===== src/rtl/rr_lock_arbiter.sv =====
// 4-input round-robin arbiter that holds its grant for BEATS transfers so packets never interleave.
// Optional stall counter output io_stall_cycles when RR_LOCK_ARBITER_PERF_EN is defined.
module rr_lock_arbiter #(
  parameter int WIDTH = 8,
  parameter int BEATS = 4
) (
  input  logic             clk,
  input  logic             reset,
  input  logic             io_in_0_valid,
  input  logic [WIDTH-1:0] io_in_0_bits,
  output logic             io_in_0_ready,
  input  logic             io_in_1_valid,
  input  logic [WIDTH-1:0] io_in_1_bits,
  output logic             io_in_1_ready,
  input  logic             io_in_2_valid,
  input  logic [WIDTH-1:0] io_in_2_bits,
  output logic             io_in_2_ready,
  input  logic             io_in_3_valid,
  input  logic [WIDTH-1:0] io_in_3_bits,
  output logic             io_in_3_ready,
  input  logic             io_out_ready,
  output logic             io_out_valid,
  output logic [WIDTH-1:0] io_out_bits,
  output logic [1:0]       io_chosen,
  output logic             io_fire,
  output logic             io_locked
`ifdef RR_LOCK_ARBITER_PERF_EN
  ,
  output logic [15:0]      io_stall_cycles
`endif
);

  localparam int CW = $clog2(BEATS) + 1;

  typedef enum logic {
    IDLE   = 1'b0,
    LOCKED = 1'b1
  } state_t;

  state_t         r_state, w_state_next;
  logic [1:0]     r_last, w_last_next;
  logic [1:0]     r_lock_idx, w_lock_idx_next;
  logic [CW-1:0]  r_beat_cnt, w_beat_cnt_next;

  logic [3:0]       w_valid;
  logic [WIDTH-1:0] w_bits [4];
  logic [3:0]       w_ready;
  logic [1:0]       w_scan_idx;
  logic [1:0]       w_cand;
  logic             w_scan_hit;
  logic [1:0]       w_chosen;
  logic             w_fire;

  assign w_valid = {io_in_3_valid, io_in_2_valid, io_in_1_valid, io_in_0_valid};
  assign w_bits[0] = io_in_0_bits;
  assign w_bits[1] = io_in_1_bits;
  assign w_bits[2] = io_in_2_bits;
  assign w_bits[3] = io_in_3_bits;

  // Cyclic scan starting just after the previous packet's owner; falls back to last+1.
  always_comb begin
    w_scan_idx = r_last + 2'd1;
    w_scan_hit = 1'b0;
    w_cand     = 2'd0;
    for (int k = 1; k <= 4; k++) begin
      w_cand = r_last + 2'(k);
      if (!w_scan_hit && w_valid[w_cand]) begin
        w_scan_idx = w_cand;
        w_scan_hit = 1'b1;
      end
    end
  end

  assign w_chosen     = (r_state == LOCKED) ? r_lock_idx : w_scan_idx;
  assign w_fire       = w_valid[w_chosen] & io_out_ready;
  assign io_chosen    = w_chosen;
  assign io_out_valid = w_valid[w_chosen];
  assign io_out_bits  = w_bits[w_chosen];
  assign io_fire      = w_fire;
  assign io_locked    = (r_state == LOCKED);

  // Ready is granted to the selected slot only and deliberately ignores its valid.
  for (genvar gi = 0; gi < 4; gi++) begin : g_ready
    assign w_ready[gi] = io_out_ready & (w_chosen == 2'(gi));
  end

  assign io_in_0_ready = w_ready[0];
  assign io_in_1_ready = w_ready[1];
  assign io_in_2_ready = w_ready[2];
  assign io_in_3_ready = w_ready[3];

  always_comb begin
    w_state_next    = r_state;
    w_last_next     = r_last;
    w_lock_idx_next = r_lock_idx;
    w_beat_cnt_next = r_beat_cnt;
    if (w_fire) begin
      case (r_state)
        IDLE: begin
          if (BEATS == 1) begin
            w_last_next = w_chosen;
          end else begin
            w_lock_idx_next = w_chosen;
            w_beat_cnt_next = CW'(BEATS - 1);
            w_state_next    = LOCKED;
          end
        end
        LOCKED: begin
          if (r_beat_cnt > CW'(1)) begin
            w_beat_cnt_next = r_beat_cnt - CW'(1);
          end else begin
            w_last_next     = r_lock_idx;
            w_beat_cnt_next = '0;
            w_state_next    = IDLE;
          end
        end
        default: w_state_next = IDLE;
      endcase
    end
  end

  always_ff @(posedge clk) begin
    if (reset) begin
      r_state    <= IDLE;
      r_last     <= 2'd3;
      r_lock_idx <= 2'd0;
      r_beat_cnt <= '0;
    end else begin
      r_state    <= w_state_next;
      r_last     <= w_last_next;
      r_lock_idx <= w_lock_idx_next;
      r_beat_cnt <= w_beat_cnt_next;
    end
  end

`ifdef RR_LOCK_ARBITER_PERF_EN
  logic [15:0] r_stall_cycles;

  // Saturating count of cycles where data is offered but the channel is back-pressured.
  always_ff @(posedge clk) begin
    if (reset) begin
      r_stall_cycles <= 16'd0;
    end else if (io_out_valid && !io_out_ready && (r_stall_cycles != 16'hFFFF)) begin
      r_stall_cycles <= r_stall_cycles + 16'd1;
    end
  end

  assign io_stall_cycles = r_stall_cycles;
`endif

endmodule


===== config.mk =====
export PLATFORM = sky130hd
export DESIGN_NAME = rr_lock_arbiter
export DESIGN_NICKNAME = d
export VERILOG_FILES = /design/src/rtl/rr_lock_arbiter.sv
export SDC_FILE = /design/constraint.sdc
export NUM_CORES = 1
export LEC_CHECK = 0
export BUFFER_PORTS_ARGS = -buffer_cell sky130_fd_sc_hd__buf_2
export CAP_MARGIN = 15
export CORE_UTILIZATION = 40
export CTS_CLUSTER_DIAMETER = 150
export DETAILED_ROUTE_END_ITERATION = 10
export PLACE_DENSITY = 0.71
export SETUP_SLACK_MARGIN = 0.05
export SLEW_MARGIN = 0
export SYNTH_ARGS = -nofsm -noshare
export SYNTH_HDL_FRONTEND = slang
export SYNTH_SLANG_ARGS = --single-unit

===== constraint.sdc =====
create_clock -name clk -period 2.9 [get_ports clk]
set_input_delay 0 -clock clk [delete_from_list [all_inputs] [get_ports clk]]
set_output_delay 0 -clock clk [all_outputs]
set_load 0.01 [all_outputs]

==> results.py <==
metrics = {
    "timing": {
        "drv_slew": 0,
        "fmax_ghz": 0.4039,
        "post-route-min-period_ps": 2476,
        "grt_setup_unrepaired": "false",
        "hold_ws_ps": 59.44,
        "setup_viol": 0,
        "skew_ps": 3.541,
        "setup-tns-final_ps": 0,
        "worst_slew_pin_slew_ps": 634.8,
        "slew_headroom": 0.5647,
        "fin_crit_sh": 0.8538,
        "hold_violations": 0,
    },
    "power_and_ir_drop": {
        "ir_drop_v": 0.0002905,
        "cellPowerDensity_nw_per_um2": 407.1,
        "leakage_uw": 0.0005835,
    },
    "logic_synthesis": {
        "syn_avg_cell_area_sq_um": 8.166,
        "synth_cells": 114,
        "synth_cell_type_count": 37,
        "synth_area_sq_um": 930.9,
        "synth_nets": 154,
        "ys_ff_latch": 8,
        "synth_flop_cell": "dfxtp_1",
        "synth_edf_count": 0,
        "postSynth.asyncResetShare": 0,
        "yosysSeqAreaShare": 0.1720,
        "ys.warnings.count": 0,
    },
    "worst_setup_path": {
        "crit_buf_inv": 3,
        "end_kind": "primary output",
        "rr_startpoint": "io_locked$_SDFFE_PP0N_",
        "cpMostUsedCell": "inv_1",
        "criticalPathCategory": "reg2out",
        "cp-startpoint": "io_locked$_SDFFE_PP0N_",
        "slowest_stage": "dfxtp_1",
        "arrival_ps": 2480,
        "critPathRequiredTime_ps": 2900,
        "path_cells": "inv_1 > o221a_1 > a32oi_2 > mux2i_1 > a21o_1 > inv_1 > buf_2",
        "critPathTopFamily": "compound AO/OA/AOI/OAI gates",
        "crit_fanout": 14,
        "crit_path_max_incr_delay_ps": 600,
        "crit_path_start_kind": "flop",
    },
    "clocking": {
        "htreeDepth": 1,
        "cts_resized": 0,
        "clk_pin_slew_worst_paths_ps": 60,
        "hold_buffers": 0,
        "postCtsSetupBuffers": 0,
        "clkLatencyLatePin_ps": 250,
        "cts_buffer_depth": 2,
        "numClockSinks": 8,
        "cts_tree": "done",
        "cts_made_buffers": 3,
        "cts_root_buf": "clkbuf_4",
    },
    "drt": {
        "ant_nets": 0,
        "wl_per_cell_microns": 12.44,
        "vias": 1063,
        "drt_iter0_drc": 17,
        "viasPerCell": 5.451,
        "firstDrtPassIters": 4,
        "wirelength_mm": 2.425,
        "drc": 0,
    },
    "layout": {
        "diodes": 0,
        "area_growth_pct": 33.33,
        "nets": 209,
        "multiInputGateArea_sq_um": 705.7,
        "layout_common_cells": "buf_2, mux2i_1, nor2_1",
        "regArea_sq_um": 160.2,
        "post-route-util": 0.5611,
        "drive_above_1_share": 0.3832,
        "final_cell_area_sq_um": 1241,
        "n_fill_cell": 208,
        "mostFrequentLayoutCell": "buf_2",
    },
    "grt": {
        "grt_overflow_total": 0,
        "antenna_found_initial": 0,
        "grt_use_total": 0.1873,
        "grt_max_degree": 20,
        "grt_pass1_vias": 890,
        "grt_pass1_wl_mm": 3.705,
    },
    "placed_design": {
        "place_hpwl_mm": 1.863,
        "placed_area_sq_um": 1219,
        "gp_congestion": 0.8306,
        "port_buffers": 55,
    },
    "min_path": {
        "hold_path_class": "in2reg",
        "hold_start": "reset",
    },
    "die": {
        "ios": 56,
        "start_util": 0.4208,
        "std_cell_rows": 17,
        "die_h_microns": 50.24,
        "core_sq_um": 2212,
        "fp.dieW_microns": 50.24,
        "die-area_sq_um": 2524,
    },
    "flow_run": {
        "cap_viol_max_count": 0,
    },
    "outcome": {
        "status": "completed",
    },
}
[synth_stat cells (2+ instances only)]
cell | n | area, sq um
dfxtp_1 | 8 | 160.2
o21a_1 | 2 | 15.01
nor2b_1 | 4 | 25.02
a21oi_1 | 2 | 10.01
o22ai_1 | 2 | 12.51
inv_1 | 7 | 26.28
buf_2 | 3 | 15.01
o21ai_0 | 3 | 15.01
a211oi_1 | 5 | 37.54
nand2_1 | 7 | 26.28
mux2i_1 | 29 | 290.3
nand2b_1 | 3 | 18.77
and3_1 | 2 | 12.51
a211oi_2 | 2 | 25.02
nor2_1 | 12 | 45.04
clkbuf_1 | 2 | 7.510
[power by group]
group	internal, uW	total [uW]	switching (uW)	leakage, uW
logic	133	282	149	0.000504
registers	121	138	17.0	0.0000655
clock network	47.4	85.6	38.2	0.0000138
total	301	505	204	0.000583
[routing by layer]
layer / track usage / up-vias / routed length [microns]
met2: 0.3533 / 50 / 1170
met4: 0.08571 / 0 / 28
met5: 0 / - / 0
met1: 0.1971 / 481 / 998
li1: - / 528 / -
met3: 0.03333 / 4 / 228
[metrics by stage]
stage,setup WS (ps),total power [uW],cells
after floorplan,809.0,327.2,114
after global placement,620.6,415.6,192
after detailed placement,521.6,422.3,192
after CTS,438.2,509.4,195
after global routing,263.9,538.8,195
final,423.9,505.3,195
[flip-flops by register name, indices dropped and copies added, names as in the netlist]
name / count
r_lock_idx: 2
io_locked: 1
r_last: 2
r_beat_cnt: 3
[final timing paths]
kind / to / slack, ps / cells after the start
min reg2reg: r_beat_cnt[1]$_SDFFE_PP0N_ / 500 / 2
max: io_fire / 420 / 7
max reg2reg: r_beat_cnt[2]$_SDFFE_PP0N_ / 490 / 6
min: io_locked$_SDFFE_PP0N_ / 60 / 2
[layout make-up]
cell class | instances | share of cell area
Timing Repair Buffer | 56 | 0.2278
Sequential cell | 8 | 0.1290
Multi-Input combinational cell | 92 | 0.5685
Tap cell | 28 | 0.02823
Clock buffer | 3 | 0.01815
Inverter | 8 | 0.02823
[logic make-up after synthesis]
| group | count (synthesis) | share of synthesized area |
|---|---|---|
| buffers and inverters | 14 | 0.06990 |
| xor gates and xnor gates | 1 | 0.009410 |
| DFF | 8 | 0.1720 |
| AOI/OAI and AO/OA | 27 | 0.2393 |
| muxes | 30 | 0.3239 |
| adders and majority gates | 1 | 0.01344 |
| and+or+nand+nor | 33 | 0.1720 |
(Power assumes the default switching activity.)
